### src/rtl/oled_pkg.sv
// Shared constants, colour values, FSM state type and clamp helper
// for the OLED layer arbiter.
package oled_pkg;

    localparam int OLED_W      = 96;
    localparam int OLED_H      = 64;
    localparam int OLED_PIXELS = OLED_W * OLED_H;
    localparam int IDX_W       = $clog2(OLED_PIXELS);

    localparam logic [15:0] RGB_BLACK = 16'h0000;
    localparam logic [15:0] RGB_RED   = 16'hF800;
    localparam logic [15:0] RGB_GREEN = 16'h07E0;
    localparam logic [15:0] RGB_BLUE  = 16'h001F;
    localparam logic [15:0] RGB_WHITE = 16'hFFFF;

    typedef enum logic {
        IDLE,
        PENDING
    } upd_state_t;

    function automatic logic [11:0] clamp12(
        input logic [11:0] v,
        input logic [11:0] lo,
        input logic [11:0] hi
    );
        if (v < lo)
            return lo;
        if (v > hi)
            return hi;
        return v;
    endfunction

endpackage

### src/rtl/oled_layer_arbiter_if.sv
// Cursor/mask update request channel with valid/ready handshake.
// The master drives the request, the arbiter answers with ready.
interface oled_layer_arbiter_if #(
    parameter int N_LAYERS = 4
) ();

    logic [11:0]         req_x;
    logic [11:0]         req_y;
    logic [N_LAYERS-1:0] req_mask;
    logic                req_valid;
    logic                req_ready;

    modport master (
        output req_x,
        output req_y,
        output req_mask,
        output req_valid,
        input  req_ready
    );

    modport slave (
        input  req_x,
        input  req_y,
        input  req_mask,
        input  req_valid,
        output req_ready
    );

endinterface

### src/rtl/oled_frame_sync.sv
// Detects the pixel_index wrap to 0 and emits a registered
// one-cycle frame_start pulse plus a free-running frame counter.
module oled_frame_sync
    import oled_pkg::*;
(
    input  logic             CLOCK,
    input  logic             RESETN,
    input  logic [IDX_W-1:0] pixel_index,
    output logic             frame_start,
    output logic [7:0]       frame_cnt
);

    logic [IDX_W-1:0] r_prev_index;
    logic             w_wrap;

    // Only the transition into 0 counts, so a stalled index pulses once.
    assign w_wrap = (pixel_index == '0) && (r_prev_index != '0);

    always_ff @(posedge CLOCK) begin
        if (!RESETN) begin
            r_prev_index <= '0;
            frame_start  <= 1'b0;
            frame_cnt    <= 8'd0;
        end else begin
            r_prev_index <= pixel_index;
            frame_start  <= w_wrap;
            if (w_wrap)
                frame_cnt <= frame_cnt + 8'd1;
        end
    end

endmodule

### src/rtl/oled_layer_arbiter.sv
// Per-pixel priority compositor for N_LAYERS renderers plus the
// tear-free cursor/mask update path committed at frame start.
module oled_layer_arbiter
    import oled_pkg::*;
#(
    parameter int          N_LAYERS   = 4,
    parameter logic [15:0] KEY_COLOUR = RGB_BLACK,
    parameter logic [15:0] BG_COLOUR  = RGB_BLACK,
    parameter logic [11:0] X_MIN      = 12'd8,
    parameter logic [11:0] X_MAX      = 12'd87,
    parameter logic [11:0] Y_MIN      = 12'd14,
    parameter logic [11:0] Y_MAX      = 12'd63,
    parameter logic [11:0] INIT_X     = 12'd48,
    parameter logic [11:0] INIT_Y     = 12'd62,
    localparam int         LW = (N_LAYERS > 1) ? $clog2(N_LAYERS) : 1
) (
    input  logic                    CLOCK,
    input  logic                    RESETN,
    input  logic [IDX_W-1:0]        pixel_index,
    input  logic [16*N_LAYERS-1:0]  layer_pix,
    oled_layer_arbiter_if.slave     req,
    output logic [15:0]             pixel_data,
    output logic [11:0]             cursor_x,
    output logic [11:0]             cursor_y,
    output logic [N_LAYERS-1:0]     layer_mask,
    output logic [LW-1:0]           hit_layer,
    output logic                    hit_valid,
    output logic                    frame_start,
    output logic [7:0]              frame_cnt
);

    upd_state_t          r_state;
    upd_state_t          w_state_nxt;
    logic [11:0]         r_shadow_x;
    logic [11:0]         r_shadow_y;
    logic [N_LAYERS-1:0] r_shadow_mask;
    logic                w_accept;
    logic                w_commit;

    logic                w_hit;
    logic [LW-1:0]       w_hit_idx;
    logic [15:0]         w_colour;

    oled_frame_sync u_frame_sync (
        .CLOCK       (CLOCK),
        .RESETN      (RESETN),
        .pixel_index (pixel_index),
        .frame_start (frame_start),
        .frame_cnt   (frame_cnt)
    );

    // High-to-low scan: the last match written is the lowest index.
    always_comb begin
        w_hit     = 1'b0;
        w_hit_idx = '0;
        w_colour  = BG_COLOUR;
        for (int i = N_LAYERS - 1; i >= 0; i--) begin
            if (layer_mask[i] &&
                (layer_pix[16*i +: 16] != KEY_COLOUR)) begin
                w_hit     = 1'b1;
                w_hit_idx = LW'(i);
                w_colour  = layer_pix[16*i +: 16];
            end
        end
    end

    always_ff @(posedge CLOCK) begin
        if (!RESETN) begin
            pixel_data <= BG_COLOUR;
            hit_layer  <= '0;
            hit_valid  <= 1'b0;
        end else begin
            pixel_data <= w_colour;
            hit_layer  <= w_hit_idx;
            hit_valid  <= w_hit;
        end
    end

    assign w_accept = (r_state == IDLE) && req.req_valid;
    assign w_commit = (r_state == PENDING) && frame_start;

    always_ff @(posedge CLOCK) begin
        if (!RESETN)
            r_state <= IDLE;
        else
            r_state <= w_state_nxt;
    end

    always_comb begin
        w_state_nxt = r_state;
        unique case (r_state)
            IDLE:    if (req.req_valid) w_state_nxt = PENDING;
            PENDING: if (frame_start)   w_state_nxt = IDLE;
            default: w_state_nxt = IDLE;
        endcase
    end

    always_comb begin
        req.req_ready = (r_state == IDLE);
    end

    always_ff @(posedge CLOCK) begin
        if (!RESETN) begin
            r_shadow_x    <= '0;
            r_shadow_y    <= '0;
            r_shadow_mask <= '0;
        end else if (w_accept) begin
            r_shadow_x    <= clamp12(req.req_x, X_MIN, X_MAX);
            r_shadow_y    <= clamp12(req.req_y, Y_MIN, Y_MAX);
            r_shadow_mask <= req.req_mask;
        end
    end

    always_ff @(posedge CLOCK) begin
        if (!RESETN) begin
            cursor_x   <= INIT_X;
            cursor_y   <= INIT_Y;
            layer_mask <= '1;
        end else if (w_commit) begin
            cursor_x   <= r_shadow_x;
            cursor_y   <= r_shadow_y;
            layer_mask <= r_shadow_mask;
        end
    end

endmodule

### src/flat_wrapper.sv
// flat-port wrapper written by rule: the top's interface ports become plain ports
module oled_layer_arbiter_flat import oled_pkg::*;
#(
    parameter int          N_LAYERS   = 4,
    parameter logic [15:0] KEY_COLOUR = RGB_BLACK,
    parameter logic [15:0] BG_COLOUR  = RGB_BLACK,
    parameter logic [11:0] X_MIN      = 12'd8,
    parameter logic [11:0] X_MAX      = 12'd87,
    parameter logic [11:0] Y_MIN      = 12'd14,
    parameter logic [11:0] Y_MAX      = 12'd63,
    parameter logic [11:0] INIT_X     = 12'd48,
    parameter logic [11:0] INIT_Y     = 12'd62,
    localparam int         LW = (N_LAYERS > 1) ? $clog2(N_LAYERS) : 1
)
  (CLOCK, RESETN, pixel_index, layer_pix, pixel_data, cursor_x, cursor_y, layer_mask, hit_layer, hit_valid, frame_start, frame_cnt, req_req_x, req_req_y, req_req_mask, req_req_valid, req_req_ready);
  oled_layer_arbiter_if #(.N_LAYERS(N_LAYERS)) req_i ();
  input  logic CLOCK;
  input  logic RESETN;
  input  logic [IDX_W-1:0] pixel_index;
  input  logic [16*N_LAYERS-1:0] layer_pix;
  output logic [15:0] pixel_data;
  output logic [11:0] cursor_x;
  output logic [11:0] cursor_y;
  output logic [N_LAYERS-1:0] layer_mask;
  output logic [LW-1:0] hit_layer;
  output logic hit_valid;
  output logic frame_start;
  output logic [7:0] frame_cnt;
  input wire logic [$bits(req_i.req_x)-1:0] req_req_x;
  input wire logic [$bits(req_i.req_y)-1:0] req_req_y;
  input wire logic [$bits(req_i.req_mask)-1:0] req_req_mask;
  input wire logic [$bits(req_i.req_valid)-1:0] req_req_valid;
  output wire logic [$bits(req_i.req_ready)-1:0] req_req_ready;
  assign req_i.req_x = req_req_x;
  assign req_i.req_y = req_req_y;
  assign req_i.req_mask = req_req_mask;
  assign req_i.req_valid = req_req_valid;
  assign req_req_ready = req_i.req_ready;
  oled_layer_arbiter #(.N_LAYERS(N_LAYERS), .KEY_COLOUR(KEY_COLOUR), .BG_COLOUR(BG_COLOUR), .X_MIN(X_MIN), .X_MAX(X_MAX), .Y_MIN(Y_MIN), .Y_MAX(Y_MAX), .INIT_X(INIT_X), .INIT_Y(INIT_Y)) u_core (.CLOCK(CLOCK), .RESETN(RESETN), .pixel_index(pixel_index), .layer_pix(layer_pix), .req(req_i), .pixel_data(pixel_data), .cursor_x(cursor_x), .cursor_y(cursor_y), .layer_mask(layer_mask), .hit_layer(hit_layer), .hit_valid(hit_valid), .frame_start(frame_start), .frame_cnt(frame_cnt));
endmodule
### config.mk
export PLATFORM = sky130hd
export DESIGN_NAME = oled_layer_arbiter_flat
export DESIGN_NICKNAME = d
export VERILOG_FILES = /design/src/rtl/oled_pkg.sv /design/src/rtl/oled_layer_arbiter_if.sv /design/src/rtl/oled_frame_sync.sv /design/src/rtl/oled_layer_arbiter.sv /design/src/flat_wrapper.sv
export SDC_FILE = /design/constraint.sdc
export NUM_CORES = 1
export LEC_CHECK = 0
export BUFFER_PORTS_ARGS = -buffer_cell sky130_fd_sc_hd__buf_2
export CORE_MARGIN = 8
export CORE_UTILIZATION = 50
export CTS_BUF_LIST = sky130_fd_sc_hd__clkbuf_4 sky130_fd_sc_hd__clkbuf_8
export DETAILED_ROUTE_END_ITERATION = 12
export PLACE_DENSITY = 0.86
export REMOVE_ABC_BUFFERS = 1
export SYNTH_ARGS = -nofsm -noshare
export SYNTH_HDL_FRONTEND = slang
export SYNTH_SLANG_ARGS = --single-unit
### constraint.sdc
create_clock -name CLOCK -period 1.8 [get_ports CLOCK]
set_clock_uncertainty 0.1 [all_clocks]
set_input_delay 0.36 -clock CLOCK [delete_from_list [all_inputs] [get_ports CLOCK]]
set_output_delay 0.36 -clock CLOCK [all_outputs]
set_load 0.02 [all_outputs]
## After elaboration in Yosys (flattened, before gate mapping)

Index checks and enable logic that the tools add are counted.
Widths: inputs -> output; s select.

- Bits in registers: 98
- Input bits: 108
- Output and inout port bits: 57
- Word-level logic and storage cells: 72

- Add/sub/neg operators: 1
- Magnitude comparators: 4
- Mux-type cells: 36
- Bitwise operators: 2
- Reductions and logical operators: 15

Operators by type and width:

| cell | number |
|---|---|
| $mux 12 | 8 |
| $mux 16 | 4 |
| $reduce_bool 16->1 | 4 |
| $lt 12x4->1 const B | 2 |
| $mux 1 | 21 |
| $logic_not 13->1 | 1 |
| $reduce_bool 13->1 | 1 |
| $gt 12x6->1 const B | 1 |
| $gt 12x7->1 const B | 1 |
| $add 8x1->8 const B | 1 |
| $logic_and 1x1->1 | 7 |
| $mux 2 | 2 |
| $reduce_or 3->1 | 1 |
| $not 1->1 | 2 |
| $pmux 1 s2 | 1 |
| $reduce_or 2->1 | 1 |

## Logic depth before layout (Yosys ltp)

Gate-level depths: netlist of the first run.

- Depth after elaboration: 9
- Mapped depth: 7

## Modules after synthesis

Synthesis of the first run repeated with hierarchy kept, for this count alone.

- Cells, all modules: 457
- Area total of the unflattened synthesis: 4100.2 um2

By module, submodules not included:

| module | instances | cells each | area an instance (um2) |
|---|---|---|---|
| oled_layer_arbiter | 1 | 372 | 3241.9 |
| oled_frame_sync | 1 | 85 | 858.3 |

## Worst setup path before layout of the first run

Ideal clock, no wire load.

- Kind: register to register
- From: reg u_core.layer_mask[2]
- To: reg u_core.pixel_data[6]
- Library setup time: 120 ps
- Data arrival time: 1473 ps
- Required time: 1580 ps
- Slack: 107 ps
- Stages on the path, launching flop included: 8
- Buffers on the path: 2
- Clock period less this slack: 1693 ps
- Path through: dfxtp_1 -> buf_2 -> inv_1 -> a41oi_2 -> nor2_4 -> buf_12 -> a221oi_2 -> o21ai_2

- Cells in the longest elaborated chain, start to end: 4

RTL lines:

| element | line | RTL |
|---|---|---|
| start: declaration | oled_layer_arbiter.sv:25 | `output logic [N_LAYERS-1:0] layer_mask,` |
| start signal: assignment | oled_layer_arbiter.sv:122 | `layer_mask <= r_shadow_mask;` |
| $logic_and 1x1->1 | oled_layer_arbiter.sv:58 | `if (layer_mask[i] &&` |
| $mux 16 (3 in a row) | oled_layer_arbiter.sv:58 |  |
| end signal: assignment | oled_layer_arbiter.sv:73 | `pixel_data <= w_colour;` |
| end: declaration | oled_layer_arbiter.sv:22 | `output logic [15:0] pixel_data,` |

Every way passes these cells.
A chain may end at the register's enable or synchronous reset.

## Worst setup path after layout of the first run

- From: in layer_pix[25]
- To: reg u_core.pixel_data[3]

- Cells in the longest elaborated chain, start to end: 4

RTL lines:

| element | line | RTL |
|---|---|---|
| start: declaration | flat_wrapper.sv:20 | `input logic [16*N_LAYERS-1:0] layer_pix;` |
| $reduce_bool 16->1 | oled_layer_arbiter.sv:59 | `(layer_pix[16*i +: 16] != KEY_COLOUR)) begin` |
| $logic_and 1x1->1 | oled_layer_arbiter.sv:58 |  |
| $mux 16 (2 in a row) | oled_layer_arbiter.sv:58 |  |

Every way passes these cells.

==> flow_summary.yaml, run 1 <==
clock_tree:
  numCtsBuffers: 9
  clock-sinks: 98
  cts-hold-fix-buffers: 0
  cts.repair.resized: 0
  cts_max_level: 3
  cts_max_path_buffers: 2
  cts_setup_buffers: 0
  clk_root_buffer_cell: "clkbuf_8"
  insertion_delay_ns: 0.36
  path_clk_slew_ns: 0.11
  cts_tree: "yes"
synthesis:
  syn_area_per_cell_um2: 9.048
  syn_inst: 441
  synth-edff-count: 0
  synth_ff_type: "dfxtp_1"
  synth.distinct_cells: 43
  async_reset_ff_share_pct: 0
  synthesis.area_um2: 3990
  yosysSeqAreaShare_pct: 49.17
  ys_warn_count: 0
  ys_seq_elements: 98
floorplan:
  fp.dieW_um: 105.3
  die_h_um: 105.3
  start_util_pct: 51.64
  core_area_um2: 7727
  ios: 165
  die_area_um2: 11090
  fp-row-count: 32
sta:
  rsz0062_at_grt: "no"
  hold_viol: 0
  period_share_pct: 91.52
  post-route-min-period_ns: 1.647
  max_slew.worst_pin.slew_ns: 0.6187
  slew_viol_final: 0
  holdWs_ns: 0.1182
  setup_viol: 0
  fmax_mhz: 607.0
  slew-limit-headroom_pct: 58.76
  setup_tns_ns: 0
finish:
  seq_area_um2: 1962
  layout.nets: 723
  fillers: 660
  area_growth_pct: 30.42
  multi_input_area_um2: 1859
  final_area_um2: 5204
  drive_above_1_share_pct: 36.83
grt:
  grt_pass1_wl_mm: 19.34
  use_met1_pct: 22.79
  gr-usage-met2_pct: 36.29
  use_met3_pct: 6.395
  grt_start_max_net_pins: 48
  grt_overflow_total: 0
  antenna_found_initial: 1
  grt_pass1_vias: 4111
  grt-busiest-layer: "met2"
  track_usage_pct: 20.91
worst_setup_path:
  cp.arrival_ns: 1.79
  crit_path_end_kind: "flop"
  worstSetupStartpointType: "input port"
  cp.required_ns: 1.94
  path_max_fanout: 9
  crit_type: "in2reg"
power_and_ir_drop:
  vdd_drop_max_uv: 441.9
  power_uw: 4007
  power.leakage_uw: 0.002373
  power_density_nw_per_um2: 770.1
place:
  routabilityCongestion: 0.9117
  placed_cell_area_um2: 5012
  dp_hpwl_mm: 9.258
  portBuffers: 164
routing:
  drc: 0
  wl_per_cell_um: 16.45
  totalWireLength_mm: 11.88
  drt-initial-drc-count: 178
  ant_nets: 0
  viasPerCell: 5.442
  vias: 3929
  drt_pass1_iterations: 4
min_path:
  hold_class: "in2reg"
outcome:
  outcome: "complete, no violations"
job:
  cap_viol_max_count: 0
## routing by layer
layer  part of all wire (%)  vias to the layer above  routed length (um)
met2                     48                      195                5724
li1                       -                     1902                   -
met4                    2.9                        0                 345
met3                    8.2                       32                 969
met1                     41                     1800                4836
met5                      0                        -                   0
## worst paths after layout
kind	start	to	slack [ns]	cells past startpoint
max	layer_pix[25]	u_core.pixel_data[3]$_SDFF_PN0_	0.15	8
min	layer_pix[5]	u_core.pixel_data[5]$_SDFF_PN0_	0.12	3
max reg2reg	u_core.u_frame_sync.r_prev_index[7]$_SDFF_PN0_	u_core.u_frame_sync.frame_cnt[7]$_SDFFE_PN0P_	0.21	5
min reg2reg	u_core.r_shadow_y[11]$_SDFFE_PN0P_	u_core.cursor_y[11]$_SDFFE_PN0P_	0.36	2
## report_power, final
part           internal (uW)  total [uW]  leakage, uW  switching [uW]
clock network            539        1360    0.0000947             825
registers               2230        2250     0.000802            24.1
logic                    177         388      0.00148             211
## critical path, stage by stage
cell	delay [ns]
buf_2	0.10
nor4_1	0.31
buf_4	0.17
nand4_1	0.10
and2_1	0.25
buf_12	0.16
a221oi_1	0.21
o21ai_0	0.13
## layout make-up
| class | instances | share of cell area, % |
|---|---|---|
| multi-input cells | 309 | 35.73 |
| clock inverters | 7 | 1.250 |
| well taps | 102 | 2.453 |
| repair buffers | 190 | 20.00 |
| clock buffers | 9 | 2.380 |
| flip-flops and latches | 98 | 37.70 |
| inverters | 6 | 0.4328 |
| diodes | 1 | 0.04809 |
## synth_stat cells (all sizes together) (2+ instances only)
master	count	area, um2
nor2b	4	27.53
o211ai	4	30.03
nor2	15	63.81
mux2i	3	30.03
nand2b	3	18.77
nand2	88	330.3
o21ai	44	224.0
a21oi	3	15.01
a221oi	16	202.7
or2	2	12.52
a21boi	23	172.7
nor4	22	165.2
clkbuf	22	82.58
o221a	3	33.78
and3	14	87.58
buf	6	63.81
nand3	13	65.06
dfxtp	98	1962
a41oi	3	33.79
nand4	6	37.54
xnor2	4	35.03
nor3	5	25.02
and4	2	17.52
and2	26	162.7
inv	6	22.52
## per-stage QoR
| stage | setup WS, ns | util, % | std cells |
|---|---|---|---|
| after floorplan | -0.1141 | - | 413 |
| after global placement | -0.1323 | 64.86 | 705 |
| after detailed placement | -0.2210 | 64.86 | 705 |
| after CTS | 0.1606 | 67.31 | 721 |
| after global routing | 0.01966 | 67.34 | 722 |
| final | 0.1526 | 67.34 | 722 |
## cells in the final DEF (no fill, tap or decap), types with 2 or more instances in the layout
cell type,instances
buf_12,2
nand3_1,13
and4_1,2
a41oi_1,2
nor4_1,19
and2_1,26
nor3_1,5
clkbuf_8,9
a221oi_2,10
mux2i_1,3
a221oi_1,6
nand4_1,6
nor2_1,14
inv_8,2
buf_2,164
a21boi_0,22
and3_1,14
nor4_2,2
nor2b_1,3
nand2_1,88
buf_4,24
o21ai_1,9
o211ai_1,4
nand2b_1,3
a21oi_1,3
dfxtp_1,98
inv_6,3
o21ai_0,34
o221a_2,3
inv_1,6
xnor2_1,4
## logic make-up (layout without fill, tap and decap cells)
kind of cell             after synthesis  in the layout  share of synthesized area [%]
adder cells (fa/ha/maj)                1              1                         0.3135
AO/OA/AOI/OAI                        100            100                          19.03
XOR/XNOR                               5              5                          1.097
buffers and inverters                 34            212                          4.233
multiplexers                           3              3                         0.7526
other                                  0              1                              0
flip-flops                            98             98                          49.17
AND/OR/NAND/NOR                      200            200                          25.40
## flip-flops by register name (all words and copies together), names as in the netlist
name	cells
u_core.pixel_data	16
u_core.u_frame_sync.r_prev_index	13
u_core.cursor_x	12
u_core.cursor_y	12
u_core.r_shadow_x	12
u_core.r_shadow_y	12
u_core.u_frame_sync.frame_cnt	8
u_core.layer_mask	4
u_core.r_shadow_mask	4
u_core.hit_layer	2
u_core.hit_valid	1
u_core.r_state	1
u_core.u_frame_sync.frame_start	1
No activity file was read; power rests on OpenSTA's default activity.
==> run 2: changes to the inputs <==
--- a/config.mk
+++ b/config.mk
@@ -7,10 +7,10 @@
 export LEC_CHECK = 0
 export BUFFER_PORTS_ARGS = -buffer_cell sky130_fd_sc_hd__buf_2
 export CORE_MARGIN = 8
-export CORE_UTILIZATION = 50
+export CORE_UTILIZATION = 45
 export CTS_BUF_LIST = sky130_fd_sc_hd__clkbuf_4 sky130_fd_sc_hd__clkbuf_8
 export DETAILED_ROUTE_END_ITERATION = 12
-export PLACE_DENSITY = 0.86
+export PLACE_DENSITY = 0.82
 export REMOVE_ABC_BUFFERS = 1
 export SYNTH_ARGS = -nofsm -noshare
 export SYNTH_HDL_FRONTEND = slang
==> constraint.sdc (replaced) <==
create_clock -name CLOCK -period 1.5 [get_ports CLOCK]
set_clock_uncertainty 0.1 [all_clocks]
set_input_delay 0.3 -clock CLOCK [delete_from_list [all_inputs] [get_ports CLOCK]]
set_output_delay 0.3 -clock CLOCK [all_outputs]
set_load 0.02 [all_outputs]
==> flow_summary.yaml, run 2 (synthesis results as in run 1) <==
floorplan:
  ios: 165
  start_util_pct: 45.98
  die_area_um2: 12140
  core_area_um2: 8678
  die_h_um: 110.2
  fp.dieW_um: 110.2
  fp-row-count: 34
sta:
  setup_viol: 19
  holdWs_ns: 0.06370
  finalWorstSetupSlack_ns: -0.1364
  hold_viol: 0
  post-route-min-period_ns: 1.636
  max_slew.worst_pin.slew_ns: 0.6273
  fmax_mhz: 611.1
  period_share_pct: 109.1
  slew-limit-headroom_pct: 58.18
  rsz0062_at_grt: "yes"
  slew_viol_final: 0
routing:
  wl_met1_mm: 5.250
  ant_nets: 0
  wl_per_cell_um: 17.02
  wl_met3_mm: 1.144
  totalWireLength_mm: 13.00
  drc: 0
  drt-initial-drc-count: 274
  top_layer: "met4"
  vias: 4124
  drt_pass1_iterations: 5
  route.met2.wl_mm: 6.359
  viasPerCell: 5.398
finish:
  final_area_um2: 5789
  largest_reg_flops: 16
  area_growth_pct: 45.09
  max_flop_register: "u_core.pixel_data"
  layout_common_cells: "buf_2 (163), dfxtp_1 (94), nand2_1 (88), buf_4 (55), o21ai_0 (27)"
  drive_above_1_share_pct: 44.05
  diodes: 0
  top_regs: "u_core.pixel_data: 16 flops, u_core.u_frame_sync.r_prev_index: 13 flops"
  layout.nets: 761
  final_common_cell: "buf_2"
  post-route-util_pct: 66.71
place:
  dp_hpwl_mm: 9.763
  routabilityCongestion: 0.8592
  placed_cell_area_um2: 5335
  portBuffers: 164
worst_setup_path:
  cp_slowest_cell: "nor4_1"
  path_max_fanout: 5
  worstSetupStartpointType: "input port"
  crit_type: "in2reg"
  path_cells: "buf_2 -> nor4_1 -> a41oi_2 -> nor2b_2 -> buf_6 -> o21ai_0 -> o21ai_2"
  path_buf_inv: 2
  slowest_delay_ns: 0.47
  cp.required_ns: 1.68
  crit_path_end_kind: "flop"
  path_delay_family: "simple AND/OR/NAND/NOR gates"
  cp.arrival_ns: 1.82
min_path:
  hold_class: "in2reg"
clock_tree:
  cts_tree: "yes"
  insertion_delay_ns: 0.35
  cts_max_level: 3
  numCtsBuffers: 9
  clock-sinks: 98
  clk_root_buffer_cell: "clkbuf_8"
  cts_max_path_buffers: 2
  path_clk_slew_ns: 0.10
  cts_setup_buffers: 0
  cts-hold-fix-buffers: 0
power_and_ir_drop:
  power_density_nw_per_um2: 886.8
  vdd_drop_max_uv: 543.3
  power.leakage_uw: 0.002635
outcome:
  violations: "setup timing"
  outcome: "finished, violations left"
grt:
  antenna_found_initial: 0
  grt_pass1_wl_mm: 20.17
  grt_overflow_total: 0
  track_usage_pct: 20.69
  grt_start_max_net_pins: 42
  grt_pass1_vias: 4242
job:
  cap_viol_max_count: 0
[run 2: cell count changes in the layout (fill, tap and decap cells not counted), moves of 5 or more]
cell      delta
a221oi_1     -6
a221oi_2     +5
buf_4       +31
nor4_1      -10
nor4_4       +7
o21ai_0      -7
o21ai_1      +7
[run 2: layout make-up]
cell class | instances | area (um2)
clock inverters | 5 | 78.83
inverters | 6 | 22.52
fillers | 689 | 2889
repair buffers | 228 | 1394
multi-input cells | 309 | 2061
flip-flops and latches | 98 | 1967
clock buffers | 10 | 131.4
well taps | 108 | 135.1
[run 2: what timing repair did]
| item | 4_1_cts | 5_1_grt |
|---|---|---|
| gates cloned | 0 | 1 |
| endpoints found under the setup margin | 25 | 24 |
| endpoints found under the hold margin | 0 | 0 |
| gates resized for setup | 19 | 30 |
| pin swaps | 7 | 11 |
[run 2: report_power, final]
part / switching, uW / internal [uW] / total, uW
combinational: 297 / 281 / 578
sequential: 36.6 / 2680 / 2710
clock: 891 / 951 / 1840
total: 1230 / 3910 / 5130
[run 2: path summary, 6_finish.rpt]
check / slack [ns] / cells past startpoint / start / end
min reg2reg: 0.36 / 2 / u_core.cursor_y[0]$_SDFFE_PN0P_ / u_core.cursor_y[0]$_SDFFE_PN0P_
max reg2reg: -0.02 / 5 / u_core.u_frame_sync.r_prev_index[2]$_SDFF_PN0_ / u_core.u_frame_sync.frame_cnt[7]$_SDFFE_PN0P_
min: 0.06 / 2 / pixel_index[7] / u_core.u_frame_sync.r_prev_index[7]$_SDFF_PN0_
max: -0.14 / 7 / layer_pix[5] / u_core.pixel_data[6]$_SDFF_PN0_
[run 2: per-layer routing]
layer / vias to the layer above / GRT usage (%)
met5: - / 0
met4: 0 / 8.563
met3: 25 / 4.651
met2: 184 / 35.27
met1: 1941 / 24.61
li1: 1974 / -
[run 2: per-stage QoR]
stage | TNS (ns) | setup slack (ns) | instances | total power (uW)
after CTS | -0.005464 | -0.005464 | 763 | 5146
after global routing | -2.674 | -0.2009 | 764 | 5346
after global placement | -11.18 | -0.5562 | 748 | 3278
after detailed placement | -11.66 | -0.5611 | 748 | 3300
final | -1.565 | -0.1364 | 764 | 5134
after floorplan | -7.812 | -0.4141 | 413 | 2917
